File: src/rtl/arb_pkg.sv
// Shared definitions for the priority / round-robin arbiter.
//   arb_state_t : arbiter FSM state (IDLE = no grant held, BUSY = grant held)
//   MODE_FIXED  : value of the mode input selecting fixed MSB-first priority
//   MODE_RR     : value of the mode input selecting round-robin arbitration
package arb_pkg;

    typedef enum logic [0:0] {
        ARB_IDLE = 1'b0,
        ARB_BUSY = 1'b1
    } arb_state_t;

    localparam logic MODE_FIXED = 1'b0;
    localparam logic MODE_RR    = 1'b1;

endpackage : arb_pkg

File: src/rtl/prio_enc_msb.sv
// Combinational MSB-first priority encoder.
//   vec : input vector, any number of bits may be set
//   idx : index of the highest set bit of vec, 0 when vec is all-zero
//   any : high when at least one bit of vec is set
module prio_enc_msb #(
    parameter int N     = 8,
    parameter int IDX_W = $clog2(N)
) (
    input  logic [N-1:0]     vec,
    output logic [IDX_W-1:0] idx,
    output logic             any
);

    // Ascending scan: the last set bit visited is the highest one.
    always_comb begin
        idx = '0;
        any = 1'b0;
        for (int i = 0; i < N; i++) begin
            if (vec[i]) begin
                idx = IDX_W'(i);
                any = 1'b1;
            end
        end
    end

endmodule : prio_enc_msb

File: src/rtl/priority_arbiter_rr.sv
// N-requester arbiter with a registered one-hot grant.
// Runtime-selectable policy: fixed MSB-first priority or round-robin with a
// rotating pointer. A grant is held until the grantee raises done or drops
// its request; the next winner is then granted on the same edge.
//   clk       : clock, all state updates on the rising edge
//   rst       : synchronous active-high reset
//   mode      : 0 = fixed MSB priority, 1 = round-robin
//   req       : request vector
//   done      : grantee finished, releases the current grant
//   gnt       : one-hot grant, zero when no grant held
//   gnt_idx   : binary index of the granted requester, 0 when no grant
//   gnt_valid : high while a grant is held
module priority_arbiter_rr
    import arb_pkg::*;
#(
    parameter int N     = 8,
    parameter int IDX_W = $clog2(N)
) (
    input  logic             clk,
    input  logic             rst,
    input  logic             mode,
    input  logic [N-1:0]     req,
    input  logic             done,
    output logic [N-1:0]     gnt,
    output logic [IDX_W-1:0] gnt_idx,
    output logic             gnt_valid
);

    localparam logic [IDX_W-1:0] PTR_INIT = IDX_W'(N - 1);
    localparam logic [N-1:0]     ONE      = N'(1);

    arb_state_t       state_reg, state_next;
    logic [IDX_W-1:0] ptr_reg, ptr_next;
    logic [N-1:0]     gnt_reg, gnt_next;
    logic [IDX_W-1:0] gnt_idx_reg, gnt_idx_next;
    logic             gnt_valid_reg, gnt_valid_next;

    logic             release_grant;
    logic [IDX_W-1:0] release_ptr;
    logic [N-1:0]     arb_vec;
    logic [IDX_W-1:0] arb_ptr;
    logic [N-1:0]     ptr_mask;
    logic [N-1:0]     masked_vec;
    logic [IDX_W-1:0] masked_idx, full_idx, sel_idx;
    logic             masked_any, full_any;

    // Release of the current grant and the pointer it would leave behind:
    // the slot just below the grantee, wrapping to the top.
    assign release_grant = done | ~req[gnt_idx_reg];
    assign release_ptr   = (gnt_idx_reg == '0) ? PTR_INIT : gnt_idx_reg - IDX_W'(1);

    // Arbitration operands. While BUSY the current grantee is excluded so it
    // cannot win twice in a row, and in round-robin the search starts from
    // the pointer being written on this same edge.
    always_comb begin
        arb_vec = req;
        arb_ptr = ptr_reg;
        if (state_reg == ARB_BUSY) begin
            arb_vec = req & ~gnt_reg;
            if (mode == MODE_RR) begin
                arb_ptr = release_ptr;
            end
        end
    end

    // Bits at or below the pointer are searched first (downwards from ptr).
    generate
        for (genvar gi = 0; gi < N; gi++) begin : g_mask
            assign ptr_mask[gi] = (IDX_W'(gi) <= arb_ptr);
        end
    endgenerate

    assign masked_vec = arb_vec & ptr_mask;

    prio_enc_msb #(.N(N), .IDX_W(IDX_W)) u_enc_masked (
        .vec (masked_vec),
        .idx (masked_idx),
        .any (masked_any)
    );

    prio_enc_msb #(.N(N), .IDX_W(IDX_W)) u_enc_full (
        .vec (arb_vec),
        .idx (full_idx),
        .any (full_any)
    );

    // Round-robin wraps to the unmasked result (highest index above ptr)
    // when nothing at or below the pointer is requesting.
    assign sel_idx = (mode == MODE_RR && masked_any) ? masked_idx : full_idx;

    always_comb begin
        state_next     = state_reg;
        ptr_next       = ptr_reg;
        gnt_next       = gnt_reg;
        gnt_idx_next   = gnt_idx_reg;
        gnt_valid_next = gnt_valid_reg;
        case (state_reg)
            ARB_IDLE: begin
                if (full_any) begin
                    state_next     = ARB_BUSY;
                    gnt_next       = ONE << sel_idx;
                    gnt_idx_next   = sel_idx;
                    gnt_valid_next = 1'b1;
                end
            end
            ARB_BUSY: begin
                if (release_grant) begin
                    if (mode == MODE_RR) begin
                        ptr_next = release_ptr;
                    end
                    if (full_any) begin
                        gnt_next       = ONE << sel_idx;
                        gnt_idx_next   = sel_idx;
                        gnt_valid_next = 1'b1;
                    end else begin
                        state_next     = ARB_IDLE;
                        gnt_next       = '0;
                        gnt_idx_next   = '0;
                        gnt_valid_next = 1'b0;
                    end
                end
            end
            default: begin
                state_next     = ARB_IDLE;
                gnt_next       = '0;
                gnt_idx_next   = '0;
                gnt_valid_next = 1'b0;
            end
        endcase
    end

    always_ff @(posedge clk) begin
        if (rst) begin
            state_reg     <= ARB_IDLE;
            ptr_reg       <= PTR_INIT;
            gnt_reg       <= '0;
            gnt_idx_reg   <= '0;
            gnt_valid_reg <= 1'b0;
        end else begin
            state_reg     <= state_next;
            ptr_reg       <= ptr_next;
            gnt_reg       <= gnt_next;
            gnt_idx_reg   <= gnt_idx_next;
            gnt_valid_reg <= gnt_valid_next;
        end
    end

    assign gnt       = gnt_reg;
    assign gnt_idx   = gnt_idx_reg;
    assign gnt_valid = gnt_valid_reg;

endmodule : priority_arbiter_rr
File: config.mk
export PLATFORM = sky130hd
export DESIGN_NAME = priority_arbiter_rr
export DESIGN_NICKNAME = d
export VERILOG_FILES = /design/src/rtl/arb_pkg.sv /design/src/rtl/prio_enc_msb.sv /design/src/rtl/priority_arbiter_rr.sv
export SDC_FILE = /design/constraint.sdc
export NUM_CORES = 1
export LEC_CHECK = 0
export BUFFER_PORTS_ARGS = -buffer_cell sky130_fd_sc_hd__buf_2
export CAP_MARGIN = 30
export CORE_AREA = 5 5 52 63
export CTS_CLUSTER_SIZE = 40
export DETAILED_ROUTE_END_ITERATION = 8
export DIE_AREA = 0 0 57 68
export GPL_ROUTABILITY_DRIVEN = 0
export MAX_ROUTING_LAYER = met4
export PLACE_DENSITY = 0.76
export SETUP_SLACK_MARGIN = 0.1
export SLEW_MARGIN = 15
export SYNTH_ARGS = -nofsm -noshare
export SYNTH_HDL_FRONTEND = slang
export SYNTH_SLANG_ARGS = --single-unit
export TNS_END_PERCENT = 50
File: constraint.sdc
create_clock -name clk -period 3.4 [get_ports clk]
set_input_delay 0.68 -clock clk [delete_from_list [all_inputs] [get_ports clk]]
set_output_delay 0.68 -clock clk [all_outputs]
set_load 0.02 [all_outputs]
# == Word level (Yosys, flattened, before mapping) ==
# Index checks and enable logic that the tools add are counted.
# word_totals
ff_bits,16
in_bits,12
out_inout_bits,12
word_cells,79
# op_classes
add_sub_neg,1
n_lt_le_gt_ge,9
eq_ne,2
shift,1
n_mux,51
bitwise_logic,6
n_reduce_logical,4
# ops
cell,n
$mux 3,15
$mux 8,4
$mux 1,23
$and 8x8->8,2
$pmux 8 s2,1
$le 3x3->1 const A,4
$mux 2,4
$not 8->8,1
$shl 1x3->8 const A,1
$le 1x3->1 const A,2
$le 2x3->1 const A,2
$pmux 3 s2,1
$lt 3x4->1 const B,1
$pmux 1 s2,2
$reduce_and 2->1,2
$bmux 1 s3,1
$logic_not 3->1,1
$sub 3x1->3 const B,1
$ne 2x1->1 const B,1
$ne 2x2->1 const B,1
$not 1->1,2
$logic_and 1x1->1,1
$or 1x1->1,1

# == Logic depth before layout (Yosys ltp) ==
# Gate-level depths: netlist of the first run.
# logic_depth
depth_word,20
mapped_depth,11
ltp_nobuf,9

# == Cells and area by module ==
# From an unflattened synthesis of the first run, not the netlist that was laid out.
# unflattened
hier_cells,157
hier_area_um2,1249.9
# by_module_without_submodules
mod,n_inst,cells_per_inst,area_per_inst_um2,seq_area_each_um2
priority_arbiter_rr,1,133,1134.8,320.3
prio_enc_msb,2,12,57.6,0.0

# == Worst setup path after synthesis of the first run ==
# No wires, ideal clock.
# synth_timing
path_kind,flip-flop to flip-flop
startpoint,reg gnt_idx_reg[0] (netlist: gnt_idx[0])
endpoint,reg gnt_reg[1] (netlist: gnt[1])
setup_ns,0.117
arrival_time_ns,2.682
required_time_ns,3.283
path_slack_ns,0.601
path_stages_with_launch,11
n_path_buf,1
period_less_slack_ns,2.799
path_cell_list,dfxtp_1 clkbuf_1 inv_1 ha_1 or3_4 a31o_4 a211oi_4 nor2_2 o32ai_4 nor2_1 a32o_1
# synth_between
elab_chain_cells,20
word_cells_on_any_way,42
classes_between,add/sub: 1; order compare: 8; eq/ne: 1; shift: 1; mux: 25; bitwise: 3; reduce/logical: 3
# synth_lines
element,line,rtl
from (decl),priority_arbiter_rr.sv:35,"logic [IDX_W-1:0] gnt_idx_reg, gnt_idx_next;"
from (signal assigned),priority_arbiter_rr.sv:143,gnt_idx_reg <= gnt_idx_next;
$sub 3x1->3 / $logic_not 3->1 (equally long branches),priority_arbiter_rr.sv:50,assign release_ptr = (gnt_idx_reg == '0) ? PTR_INIT : gnt_idx_reg - IDX_W'(1);
$mux 3,priority_arbiter_rr.sv:50,
$mux 3,-,
$mux 3,priority_arbiter_rr.sv:58,if (state_reg == ARB_BUSY) begin
$le 1x3->1,priority_arbiter_rr.sv:69,assign ptr_mask[gi] = (IDX_W'(gi) <= arb_ptr);
$and 8x8->8,priority_arbiter_rr.sv:73,assign masked_vec = arb_vec & ptr_mask;
$mux 1 (8 in a row),prio_enc_msb.sv:19,if (vec[i]) begin
$logic_and 1x1->1,priority_arbiter_rr.sv:89,assign sel_idx = (mode == MODE_RR && masked_any) ? masked_idx : full_idx;
$mux 3,priority_arbiter_rr.sv:89,
$shl 1x3->8,"priority_arbiter_rr.sv:101, priority_arbiter_rr.sv:112",
$mux 8,priority_arbiter_rr.sv:111,if (full_any) begin
$mux 8,priority_arbiter_rr.sv:107,if (release_grant) begin
$pmux 8 s2,priority_arbiter_rr.sv:97,case (state_reg)
to (signal assigned),priority_arbiter_rr.sv:142,gnt_reg <= gnt_next;
to (decl),priority_arbiter_rr.sv:34,"logic [N-1:0] gnt_reg, gnt_next;"
# Several ways; a longest one is shown, not always the timed one. The select of a mux whose other input is x is not followed.
# A chain may end at the register's enable or synchronous reset.

# == Worst setup path after layout of the first run ==
# Ends and elaborated chain as after synthesis.

==> flow_results.org, run 1 <==
** Power and ir drop
- Of the total power, combinational logic draws 0.434.
- Sequential Power Share :: 0.370
- Summed over all nets, the switching power comes to 0.250 mW.
- Cell internal power was estimated by the tool at 0.385 mW.
- Clock share of power :: 0.196
- Fraction of power spent switching nets :: 0.394
- Leakage dissipation :: about 0.61 nW
- Worst voltage drop across the vdd grid :: 368 uV
- In this run the power density over the cells is 423 nW/um2.

** Die
- The floorplan step defined a die boundary enclosing 3880 um2.
- The floorplan has 21 rows.
- 24 I/O pins were placed.
- In this run the vertical extent of the chip is approximately 68 um.
- The core region is 2680 um2.
- Chip Width :: 57 um
- For this configuration, the core starts out at a cell density of 0.500.

** Worst setup path
- Type of origin of the critical path :: flip-flop
- On the worst path, the slowest cell contributes a delay of 0.59 ns.
- Together, buffers and inverters on the worst path number 1.
- The largest individual stage delay along the critical path comes from the cell sky130_fd_sc_hd__dfxtp_1.
- Launching instance or port of the critical path :: gnt_idx[0]
- The critical path is of the reg2reg type.
- Cell chain of the critical path :: inv_1 > ha_1 > or3_4 > a31oi_1 > a21oi_1 > o32ai_4 > nor2_1 > a32o_1
- The worst setup path is captured at a flip-flop.
- Critical-path maximum fanout :: 11
- On the critical path the largest part of the delay comes from compound AO/OA/AOI/OAI gates.
- Launch instance of the worst register-to-register path :: gnt_idx[0]
- For the worst setup path, the data required time is 3.59 ns.
- For the worst setup path, the data arrival time is 3.17 ns.

** Layout
- In the final layout, the share of cells above drive strength 1 is 0.270.
- Summing all flip-flop and latch instances after layout gives 320 um2.
- At the end of the flow, the number of nets in the layout was 189.
- Count of filler cells inserted in the layout :: 260
- The multi-input combinational cells in the finished layout cover a total of 950 um2.
- After the flow finishes, the layout carries non-filler instances totaling 208.
- P&R area growth vs syn :: 12.1%
- The number of antenna diodes in the final layout is 0.
- The register with the most flip-flops in the layout has 8 of them.
- The finished cells cover about 1500 um2.

** Placed design
- The number of placed instances, taps included, is just over 200.
- Cell area after placement :: 1470 um2
- Port buffering added 23 buffers.
- After legalization and detailed placement, the total HPWL measured 2.80 mm.

** Global route
- Across every metal layer, demand over resource in global routing totals 0.194.
- The first global-routing pass estimated 5.80 mm of wire.
- Entering global routing, the biggest net connects 14 pins.
- Number of global-route vias before repair :: 1280
- Summed over all layers, the global routing overflow is 0.
- Initial antenna violation count :: 0

** Yosys
- Netlist cell types :: 51
- Synthesized instance count :: 154
- Flop and latch count out of synthesis :: 16
- Net count after synthesis :: 168
- Warnings, synthesis :: 0
- The most used flip-flop cell after synthesis is sky130_fd_sc_hd__dfxtp_1.
- Area of the mapped netlist :: 1340 um2
- Each instance of the synthesized netlist takes up on average just under 9 um2.
- Share of synthesized flip-flops with an asynchronous set or reset :: 0
- Post-synth EDFFs :: 0
- Part of the Yosys area used for sequential elements :: 0.239

** CTS
- CTS saw 16 sinks.
- TritonCTS built the clock tree.
- CTS H-tree depth :: 1
- Once the clock tree was built, the setup fixing pass inserted 0 buffers.
- In this run, CTS created clock tree buffers numbering 3.
- Clock transition time at the flip-flop clock pins of the worst setup and hold paths :: 0.09 ns
- No sink is reached through more buffers than the 2 on the longest clock path.
- In this run, post-CTS hold repair placed 0 buffers.
- Clock root buffer :: sky130_fd_sc_hd__clkbuf_4
- Insertion delay to the later sink of the worst-skew pair :: 0.29 ns
- In this run, post-CTS repair resized a total of 0 instances.

** Timing
- Remaining max-slew budget at the tightest pin :: 0.565
- Derived from the worst setup path, the maximum achievable clock frequency is ~0.34 GHz.
- Hold violation count in the final report :: 0
- Fin Clk Skew :: 0.00408 ns
- Setup repair after global routing left no endpoint under its margin.
- The clock period could shrink to 2.98 ns.
- The max-slew violation count was 0.
- Setup total negative slack on the finished layout was measured at 0 ns.
- For the pin with the worst max-slew slack, the measured transition is 0.646 ns.
- Setup violations remaining at the end of the flow were counted as 0.
- Dividing the final minimum period by the clock period gives 0.876.

** Min path
- The tightest min-delay check is of the reg2reg type.
- Launch point of the worst hold path :: gnt[0]

** Route
- Routed Wire Length :: 3.51 mm
- Via total after detailed routing :: around 1300
- Antenna violation net count after detailed routing :: 0
- Average routed wire per standard cell :: approximately 17 um
- Violation count after the first detailed-routing iteration :: slightly below 70
- After detailed routing, the number of remaining DRC violations is 0.
- Length of the first detailed-routing pass in iterations :: 4
- Per-cell via count in the routed design :: 6.42

** Flow run
- The tool flagged a number of max-cap violations equal to 0.

** Status
- The flow ran to the end, and the final reports show no timing, DRC or antenna violations.
-- final cells by class --
class                   count  share of cell area
multi-input cells         122               0.633
flip-flops and latches     16               0.213
repair buffers             24              0.0817
well taps                  34              0.0283
clock buffers               4              0.0242
inverters                   8              0.0200
-- kinds of logic (layout without fill, tap and decap cells) --
group                      count (synthesis)  in the layout  synth area share
AOI/OAI and AO/OA                         67             67             0.440
and+or+nand+nor                           49             49             0.195
buffers and inverters                     16             36            0.0514
DFF                                       16             16             0.239
adders and majority gates                  2              2            0.0187
muxes                                      4              4            0.0551
-- synthesized netlist by cell type (2+ instances only) --
library cell / number / area [um2]
sky130_fd_sc_hd__o221ai_1: 2 / 17.5
sky130_fd_sc_hd__nand2b_1: 4 / 25.0
sky130_fd_sc_hd__nand2_1: 13 / 48.8
sky130_fd_sc_hd__a21bo_2: 4 / 40.0
sky130_fd_sc_hd__nor3_1: 2 / 10.0
sky130_fd_sc_hd__and3_1: 2 / 12.5
sky130_fd_sc_hd__clkbuf_1: 2 / 7.51
sky130_fd_sc_hd__o221a_2: 2 / 22.5
sky130_fd_sc_hd__a31oi_1: 3 / 18.8
sky130_fd_sc_hd__nand3_1: 2 / 10.0
sky130_fd_sc_hd__a32o_1: 4 / 40.0
sky130_fd_sc_hd__o211ai_1: 4 / 30.0
sky130_fd_sc_hd__a21boi_0: 10 / 75.1
sky130_fd_sc_hd__a21oi_1: 11 / 55.1
sky130_fd_sc_hd__nor2_1: 11 / 41.3
sky130_fd_sc_hd__ha_1: 2 / 25.0
sky130_fd_sc_hd__buf_2: 4 / 20.0
sky130_fd_sc_hd__inv_1: 7 / 26.3
sky130_fd_sc_hd__a311oi_1: 2 / 17.5
sky130_fd_sc_hd__o31ai_1: 5 / 37.5
sky130_fd_sc_hd__a22oi_1: 2 / 15.0
sky130_fd_sc_hd__dfxtp_1: 16 / 320
sky130_fd_sc_hd__mux4_1: 2 / 52.6
sky130_fd_sc_hd__nand3b_1: 2 / 15.0
sky130_fd_sc_hd__and2_1: 4 / 25.0
sky130_fd_sc_hd__a211o_1: 2 / 17.5
sky130_fd_sc_hd__nor2b_1: 4 / 25.0
sky130_fd_sc_hd__o21ai_0: 2 / 10.0
sky130_fd_sc_hd__a211oi_1: 2 / 15.0
-- final timing paths --
path / end / slack [ns] / cells past startpoint
hold / removal: gnt[0] / 0.48 / 2
setup reg to reg: gnt[1] / 0.42 / 8
hold reg to reg: gnt[0] / 0.48 / 2
setup / recovery: gnt[1] / 0.42 / 8
-- routing by layer --
metal  global-route usage  vias up  wire (um)
met5                    -        -          0
met4                0.128        0        146
met3              0.00943       15        154
met2                0.333       50       1740
met1                0.220      631       1470
li1                     -      639          -
-- per-stage QoR --
| step | power, mW | setup slack [ns] | hold WS, ns | util |
|---|---|---|---|---|
| global placement | 0.502 | 0.552 | 0.460 | 0.547 |
| floorplan | 0.443 | 0.601 | 0.446 | - |
| global route | 0.673 | 0.242 | 0.528 | 0.560 |
| finish | 0.635 | 0.422 | 0.479 | 0.560 |
| CTS | 0.636 | 0.441 | 0.482 | 0.560 |
| detailed placement | 0.511 | 0.475 | 0.474 | 0.547 |
-- power by group through the flow --
stage | Sequential (mW) | Clock (mW) | Combinational (mW)
floorplan | 0.244 | 0 | 0.198
global placement | 0.238 | 0 | 0.264
detailed placement | 0.238 | 0 | 0.272
CTS | 0.234 | 0.128 | 0.274
global route | 0.238 | 0.135 | 0.299
finish | 0.235 | 0.124 | 0.275
-- layout by cell type, fill, tap and decap left out, drive strengths merged, types with 5 or more instances in the layout --
cell	netlist	layout
a21oi	12	12
buf	6	24
a21boi	10	10
dfxtp	16	16
nor2	12	12
inv	8	8
a31oi	5	5
nand2	13	13
o31ai	5	5
-- worst register-to-register path: cells and delay by family (launching register included) --
kind                       cells  cell delay [ns]
adders and majority gates      1             0.24
buffers and inverters          1             0.13
and+or+nand+nor                2             0.47
DFF                            1             0.59
AOI/OAI and AO/OA              4             1.45
Power figures use the tool's default switching activity.
==> run 2, diff against run 1 <==
CTS_BUF_LIST = sky130_fd_sc_hd__clkbuf_16   (was unset)
MAX_ROUTING_LAYER = unset   (was met4)
==> flow_results.org, run 2 (synthesis gave the netlist of run 1 again) <==
** Die
- The die width was 57 um (unchanged).
- The number of cell rows came to 21 (unchanged).
- Starting density of the core :: 0.500 (unchanged)
- The vertical die dimension was 68 um (unchanged).
- The top-level I/O count is 24 (unchanged).
- The overall die area is 3880 um2 (unchanged).
- Core region area :: 2680 um2 (unchanged)

** Layout
- The share of the core filled with cells in the final layout came to 0.576 (was 0.560).
- Design Area, Final :: 1540 um2 (was 1500 um2)
- Antenna Diode Count :: 0 (unchanged)
- Highest-count cells in the layout ignoring fill and taps: sky130_fd_sc_hd__buf_2, sky130_fd_sc_hd__dfxtp_1, sky130_fd_sc_hd__nand2_1 (unchanged).
- The number of flip-flops in the largest register came to 8 (unchanged).
- Commonest non-fill, non-tap cell in the layout :: sky130_fd_sc_hd__buf_2 (unchanged)
- The share of cells above drive strength 1 came to 0.264 (was 0.270).
- P&R area growth vs syn :: 15.3% (was 12.1%)
- Count of nets after finishing :: 189 (unchanged)

** Min path
- The class of the tightest hold or removal check was reg2reg (unchanged).

** Timing
- The post-route clock period utilization is 0.880 (was 0.876).
- RSZ-0062 raised after global routing: no (unchanged).
- Tmin final :: 2.99 ns (was 2.98 ns)
- The number of setup violations in the final report came to 0 (unchanged).
- The transition time at the pin with the least slew margin was 0.648 ns (was 0.646 ns).
- The setup total negative slack was 0 ns (unchanged).
- The relative slew slack is 0.564 (was 0.565).
- The maximum operating frequency was 0.334 GHz (was 0.336 GHz).
- The max-slew violation count is 0 (unchanged).
- The number of hold violations in the final report is 0 (unchanged).
- Worst Hold Margin :: 0.486 ns (was 0.479 ns)
- The worst clock skew on the final layout was 0.00420 ns (was 0.00408 ns).

** Power and ir drop
- The maximum VDD drop came to 436 uV (was 368 uV).
- The leakage power summed over all cells is 0.627 nW (was 0.609 nW).
- The power density over the cells is 477 nW/um2 (was 423 nW/um2).

** Global route
- The number of antenna violations at the first check in global routing is 0 (unchanged).
- The first-pass GRT wire length came to 5.98 mm (was 5.80 mm).
- Number of global-route vias before repair :: 1299 (was 1280)
- GRT Residual Overflow :: 0 (unchanged)
- The total global-route track usage came to 0.193 (was 0.194).
- Maximum number of pins on one net before global-route repair :: 14 (unchanged)

** Route
- The overall routed net length was 3.64 mm (was 3.51 mm).
- Number of remaining DRC errors :: 0 (unchanged)
- Length of the first detailed-routing pass in iterations :: 4 (unchanged)
- Violation count after the first detailed-routing iteration :: 59 (was 68)
- The average detailed-routed wire length per instance is 17.5 um (was 16.9 um).
- Via total after detailed routing :: 1381 (was 1335)
- The average via count per standard cell was 6.64 (was 6.42).
- Antenna violation net count after detailed routing :: 0 (unchanged)

** Placed design
- Cell area after placement :: 1470 um2 (unchanged)
- The quantity of I/O buffers inserted on ports was 23 (unchanged).
- Detailed Place HPWL :: 2.80 mm (unchanged)

** CTS
- The root buffer cell was sky130_fd_sc_hd__clkbuf_16 (was sky130_fd_sc_hd__clkbuf_4).
- Clock transition time at the flip-flop clock pins of the worst setup and hold paths :: 0.05 ns (was 0.09 ns)
- Post-CTS repair timing setup buffer count :: 0 (unchanged)
- Maximum count of clock buffers along a single path :: 2 (unchanged)
- CTS H-tree depth :: 1 (unchanged)
- The number of buffers inserted for hold repair after clock tree synthesis was 0 (unchanged).
- Post-cts resize count :: 0 (unchanged)
- The clock tree from TritonCTS is built (unchanged).
- The number of sinks driven by the clock tree was 16 (unchanged).
- Inserted Clock Buffers :: 3 (unchanged)
- Insertion delay to the later sink of the worst-skew pair :: 0.24 ns (was 0.29 ns)

** Worst setup path
- The required time of the worst setup path came to 3.53 ns (was 3.59 ns).
- The data arrival at the endpoint of the critical path was 3.12 ns (was 3.17 ns).
- Critical Path Sink Type :: flip-flop (unchanged)
- The largest fanout of any net on the critical path came to 11 (unchanged).
- The category of the critical setup timing path is reg2reg (unchanged).
- The kind of start point of the critical path is a flip-flop (unchanged).

** Status
- Run status :: finished, final reports clean (unchanged)

** Flow run
- Max-cap viol count :: 0 (unchanged)
==> run 2: changes by cell type in the layout (fill, tap and decap cells not counted), sizes merged <==
cell,delta
clkbuf,-1
clkinv,+1
==> run 2: area by class of cell <==
type | instances | area, um2
clock buffer | 3 | 75.1
clock inverter | 1 | 3.75
fill | 248 | 1140
inverter | 8 | 30.0
multi-input combinational | 122 | 950
sequential | 16 | 320
tap | 34 | 42.5
timing repair buffer | 24 | 123
==> run 2: worst max-delay path, stage by stage, from the launching register on <==
cell and delay, ns:
sky130_fd_sc_hd__dfxtp_1 0.57, sky130_fd_sc_hd__inv_1 0.12, sky130_fd_sc_hd__ha_1 0.24, sky130_fd_sc_hd__or3_4 0.38
sky130_fd_sc_hd__a31oi_1 0.45, sky130_fd_sc_hd__a21oi_1 0.26, sky130_fd_sc_hd__o32ai_4 0.46, sky130_fd_sc_hd__nor2_1 0.10
sky130_fd_sc_hd__a32o_1 0.28
==> run 2: final timing paths <==
check / slack, ns / endpoint / from / cells after the start
worst max-delay path: 0.41 / gnt[1] / gnt_idx[0] / 8
worst min-delay path: 0.49 / ptr_reg[2] / ptr_reg[2] / 2
worst max register to register: 0.41 / gnt[1] / gnt_idx[0] / 8
worst min register to register: 0.49 / ptr_reg[2] / ptr_reg[2] / 2
==> run 2: through the flow <==
stage	setup WS [ns]	total power, mW	std cells
after floorplan	0.601	0.443	154
after global placement	0.552	0.502	204
after detailed placement	0.475	0.511	204
after CTS	0.419	0.736	208
after global routing	0.216	0.777	208
final	0.408	0.737	208
==> run 2: power by group <==
| part | switching [mW] | internal [mW] |
|---|---|---|
| clock | 0.0680 | 0.156 |
| sequential | 0.0277 | 0.208 |
| combinational | 0.166 | 0.113 |
| total | 0.261 | 0.476 |
==> run 2: routing by layer <==
metal / up-vias / wire (um) / global-route usage
met5: - / 0 / 0
met4: 0 / 146 / 0.101
met3: 23 / 240 / 0.0208
met2: 70 / 1810 / 0.346
met1: 650 / 1440 / 0.225
li1: 638 / - / -
==> run 3, diff against run 2 <==
CORE_AREA = 2 2 64 79   (was 5 5 52 63)
DIE_AREA = 0 0 66 81   (was 0 0 57 68)
PLACE_DENSITY = 0.48   (was 0.76)
==> flow_results.org, run 3 (synthesis gave the netlist of run 1 again) <==
** Global route
- Total global-route track usage :: 0.154 (was 0.193)
- Initial antenna violation count :: 0 (unchanged)
- Maximum number of pins on one net before global-route repair :: 17 (was 14)
- Wire length of the first global-routing pass :: 6.24 mm (was 5.98 mm)
- The total congestion overflow came to 0 (unchanged).
- The number of global-route vias before repair came to 1312 (was 1299).

** CTS
- The buffer count from post-CTS setup fixing came to 0 (unchanged).
- Clock transition time at the flip-flop clock pins of the worst setup and hold paths :: 0.05 ns (about the same)
- The number of sinks driven by the clock tree was 16 (unchanged).
- TritonCTS clock tree :: built (unchanged)
- CTS H-tree depth :: 1 (unchanged)
- The number of buffers inserted for hold repair after clock tree synthesis was 0 (unchanged).
- Clock root buffer :: sky130_fd_sc_hd__clkbuf_16 (unchanged)
- Post-cts resize count :: 0 (unchanged)
- Inserted Clock Buffers :: 3 (unchanged)
- The clock insertion delay at the later pin of the skew report came to 0.24 ns (about the same).
- Maximum count of clock buffers along a single path :: 2 (unchanged)

** Power and ir drop
- The leakage power summed over all cells came to 0.625 nW (was 0.627 nW).
- The switching power total came to 0.261 mW (about the same).
- The portion of total power attributed to combinational logic came to 0.375 (was 0.377).
- Int Pwr :: 0.474 mW (was 0.476 mW)
- Clock share of power :: 0.302 (was 0.303)
- The switching part of the total is 0.355 (was 0.354).
- Pwr dens :: 468 nW/um2 (was 477 nW/um2)
- The maximum VDD drop is 303 uV (was 436 uV).
- The share of total power in sequential cells is 0.323 (was 0.319).
- The final total power is 0.735 mW (was 0.737 mW).

** Worst setup path
- The dominant delay contributor by cell family on the critical path is compound AO/OA/AOI/OAI gates (unchanged).
- The setup slack on the worst flop-to-flop path is 0.42 ns (was 0.41 ns).
- The required time of the worst setup path came to 3.54 ns (was 3.53 ns).
- The type of element capturing the critical path is a flip-flop (unchanged).
- Count of cells along the worst register-to-register path :: 8 (unchanged)
- Critical-path maximum fanout :: 11 (unchanged)
- Worst path buffer plus inverter count :: 1 (unchanged)
- Cell chain of the critical path: inv_1 > ha_1 > or3_4 > a31oi_1 > a21oi_1 > o32ai_4 > nor2_1 > a32o_1 (unchanged).
- Launch instance of the worst register-to-register path :: gnt_idx[0] (unchanged)
- Endpoint of the lowest-slack register-to-register path :: gnt[1] (unchanged)
- Launching instance or port of the critical path :: gnt_idx[0] (unchanged)
- Crit Path Class :: reg2reg (unchanged)
- Type of origin of the critical path :: flip-flop (unchanged)
- Slowest Stage Delay on Critical Path :: 0.58 ns (was 0.57 ns)
- Cell type of the slowest stage on the worst timing path :: sky130_fd_sc_hd__dfxtp_1 (unchanged)
- Signal arrival time at the worst endpoint :: 3.11 ns (was 3.12 ns)

** Timing
- The max-slew violation count came to 0 (unchanged).
- Fmax :: 0.336 GHz (was 0.334 GHz)
- The worst clock skew on the final layout is 0.000790 ns (was 0.00420 ns).
- The number of setup violations in the final report is 0 (unchanged).
- The post-route clock period utilization came to 0.875 (was 0.880).
- RSZ-0062 raised after global routing: no (unchanged).
- The setup total negative slack was 0 ns (unchanged).
- The final critical-path required period was 2.98 ns (was 2.99 ns).
- Hold violation count in the final report :: 0 (unchanged)
- Actual slew at the worst max-slew pin :: 0.631 ns (was 0.648 ns)
- The relative slew slack is 0.575 (was 0.564).
- Worst Hold Margin :: 0.491 ns (was 0.486 ns)

** Die
- The number of cell rows was 28 (was 21).
- Starting density of the core :: 0.285 (was 0.500)
- The vertical die dimension was 81 um (was 68 um).
- The top-level I/O count came to 24 (unchanged).
- Overall die area :: 5350 um2 (was 3880 um2)
- The total core area is 4690 um2 (was 2680 um2).
- The die width came to 66 um (was 57 um).

** Min path
- The hold path startpoint is gnt[4] (was ptr_reg[2]).
- The endpoint of the worst hold-timing path is gnt[4] (was ptr_reg[2]).
- The cell depth of the worst hold path came to 2 (unchanged).
- Hold crit path type :: reg2reg (unchanged)

** Route
- Violation count after the first detailed-routing iteration :: 36 (was 59)
- The average via count per standard cell came to 5.64 (was 6.64).
- Routed Wire Length :: 3.86 mm (was 3.64 mm)
- Antenna violation net count after detailed routing :: 0 (unchanged)
- Number of remaining DRC errors :: 0 (unchanged)
- The average detailed-routed wire length per instance came to 16.6 um (was 17.5 um).
- The overall via count from detail_route is 1315 (was 1381).
- Length of the first detailed-routing pass in iterations :: 4 (unchanged)

** Flow run
- The number of violations of the max-capacitance limit is 0 (unchanged).

** Layout
- The count of non-filler cells in the finished layout came to 233 (was 208).
- Layout cells sized above 1 :: 0.266 (was 0.264)
- Largest register FFs :: 8 (unchanged)
- The antenna diode count was 0 (unchanged).
- Highest-count cells in the layout ignoring fill and taps :: sky130_fd_sc_hd__buf_2, sky130_fd_sc_hd__dfxtp_1, sky130_fd_sc_hd__nand2_1 (unchanged)
- P&R area growth vs syn :: 17.5% (was 15.3%)
- Commonest non-fill, non-tap cell in the layout :: sky130_fd_sc_hd__buf_2 (unchanged)
- Count of nets after finishing :: 189 (unchanged)
- The share of the core filled with cells in the final layout is 0.335 (was 0.576).

** Status
- Run status: finished, final reports clean (unchanged).

** Placed design
- The quantity of I/O buffers inserted on ports came to 23 (unchanged).
- The estimated wirelength of the detail-placed design came to 3.09 mm (was 2.80 mm).
- Number of placed cells counting well taps :: 230 (was 204)
==> run 3: changes by cell type in the layout (fill, tap and decap cells not counted) <==
cell,previous run,this run
sky130_fd_sc_hd__clkinv_1,1,0
==> run 3: per-layer routing <==
layer | vias to the layer above | share of wire | wire (um) | global-route usage
met5 | - | 0 | 0 | 0
met4 | 0 | 0.029 | 112 | 0.0633
met3 | 9 | 0.045 | 175 | 0.0263
met2 | 36 | 0.51 | 1980 | 0.275
met1 | 629 | 0.41 | 1600 | 0.180
li1 | 641 | - | - | -
==> run 3: cell type report <==
class,instances,area (um2)
clock buffer,3,75.1
fill,514,3120
inverter,8,30.0
multi-input combinational,122,950
sequential,16,320
tap,60,75.1
timing repair buffer,24,123
==> run 3: worst max-delay path by stage <==
stage,end,cells after the start
6_report,gnt[1],8
5_1_grt,gnt[1],8
4_1_cts,gnt[1],8
3_5_place_dp,gnt[1],8
3_3_place_gp,gnt[1],8
2_1_floorplan,gnt[1],10
==> run 3: power by group through the flow <==
| stage | clock network, mW | registers, mW | logic [mW] |
|---|---|---|---|
| floorplan | 0 | 0.244 | 0.198 |
| global route | 0.234 | 0.241 | 0.305 |
| finish | 0.222 | 0.237 | 0.276 |
| global placement | 0 | 0.240 | 0.272 |
| detailed placement | 0 | 0.241 | 0.275 |
| CTS | 0.226 | 0.238 | 0.276 |
==> run 3: through the flow <==
stage               setup WS (ns)  area (um2)
global route                0.197        1570
floorplan                   0.601        1340
detailed placement          0.435        1500
global placement            0.482        1500
finish                      0.424        1570
CTS                         0.418        1570
==> run 3: tightest hold or removal path, cell delays in order (launching register included) <==
cell	delay, ns
sky130_fd_sc_hd__dfxtp_1	0.32
sky130_fd_sc_hd__nand2_1	0.06
sky130_fd_sc_hd__o31ai_1	0.06
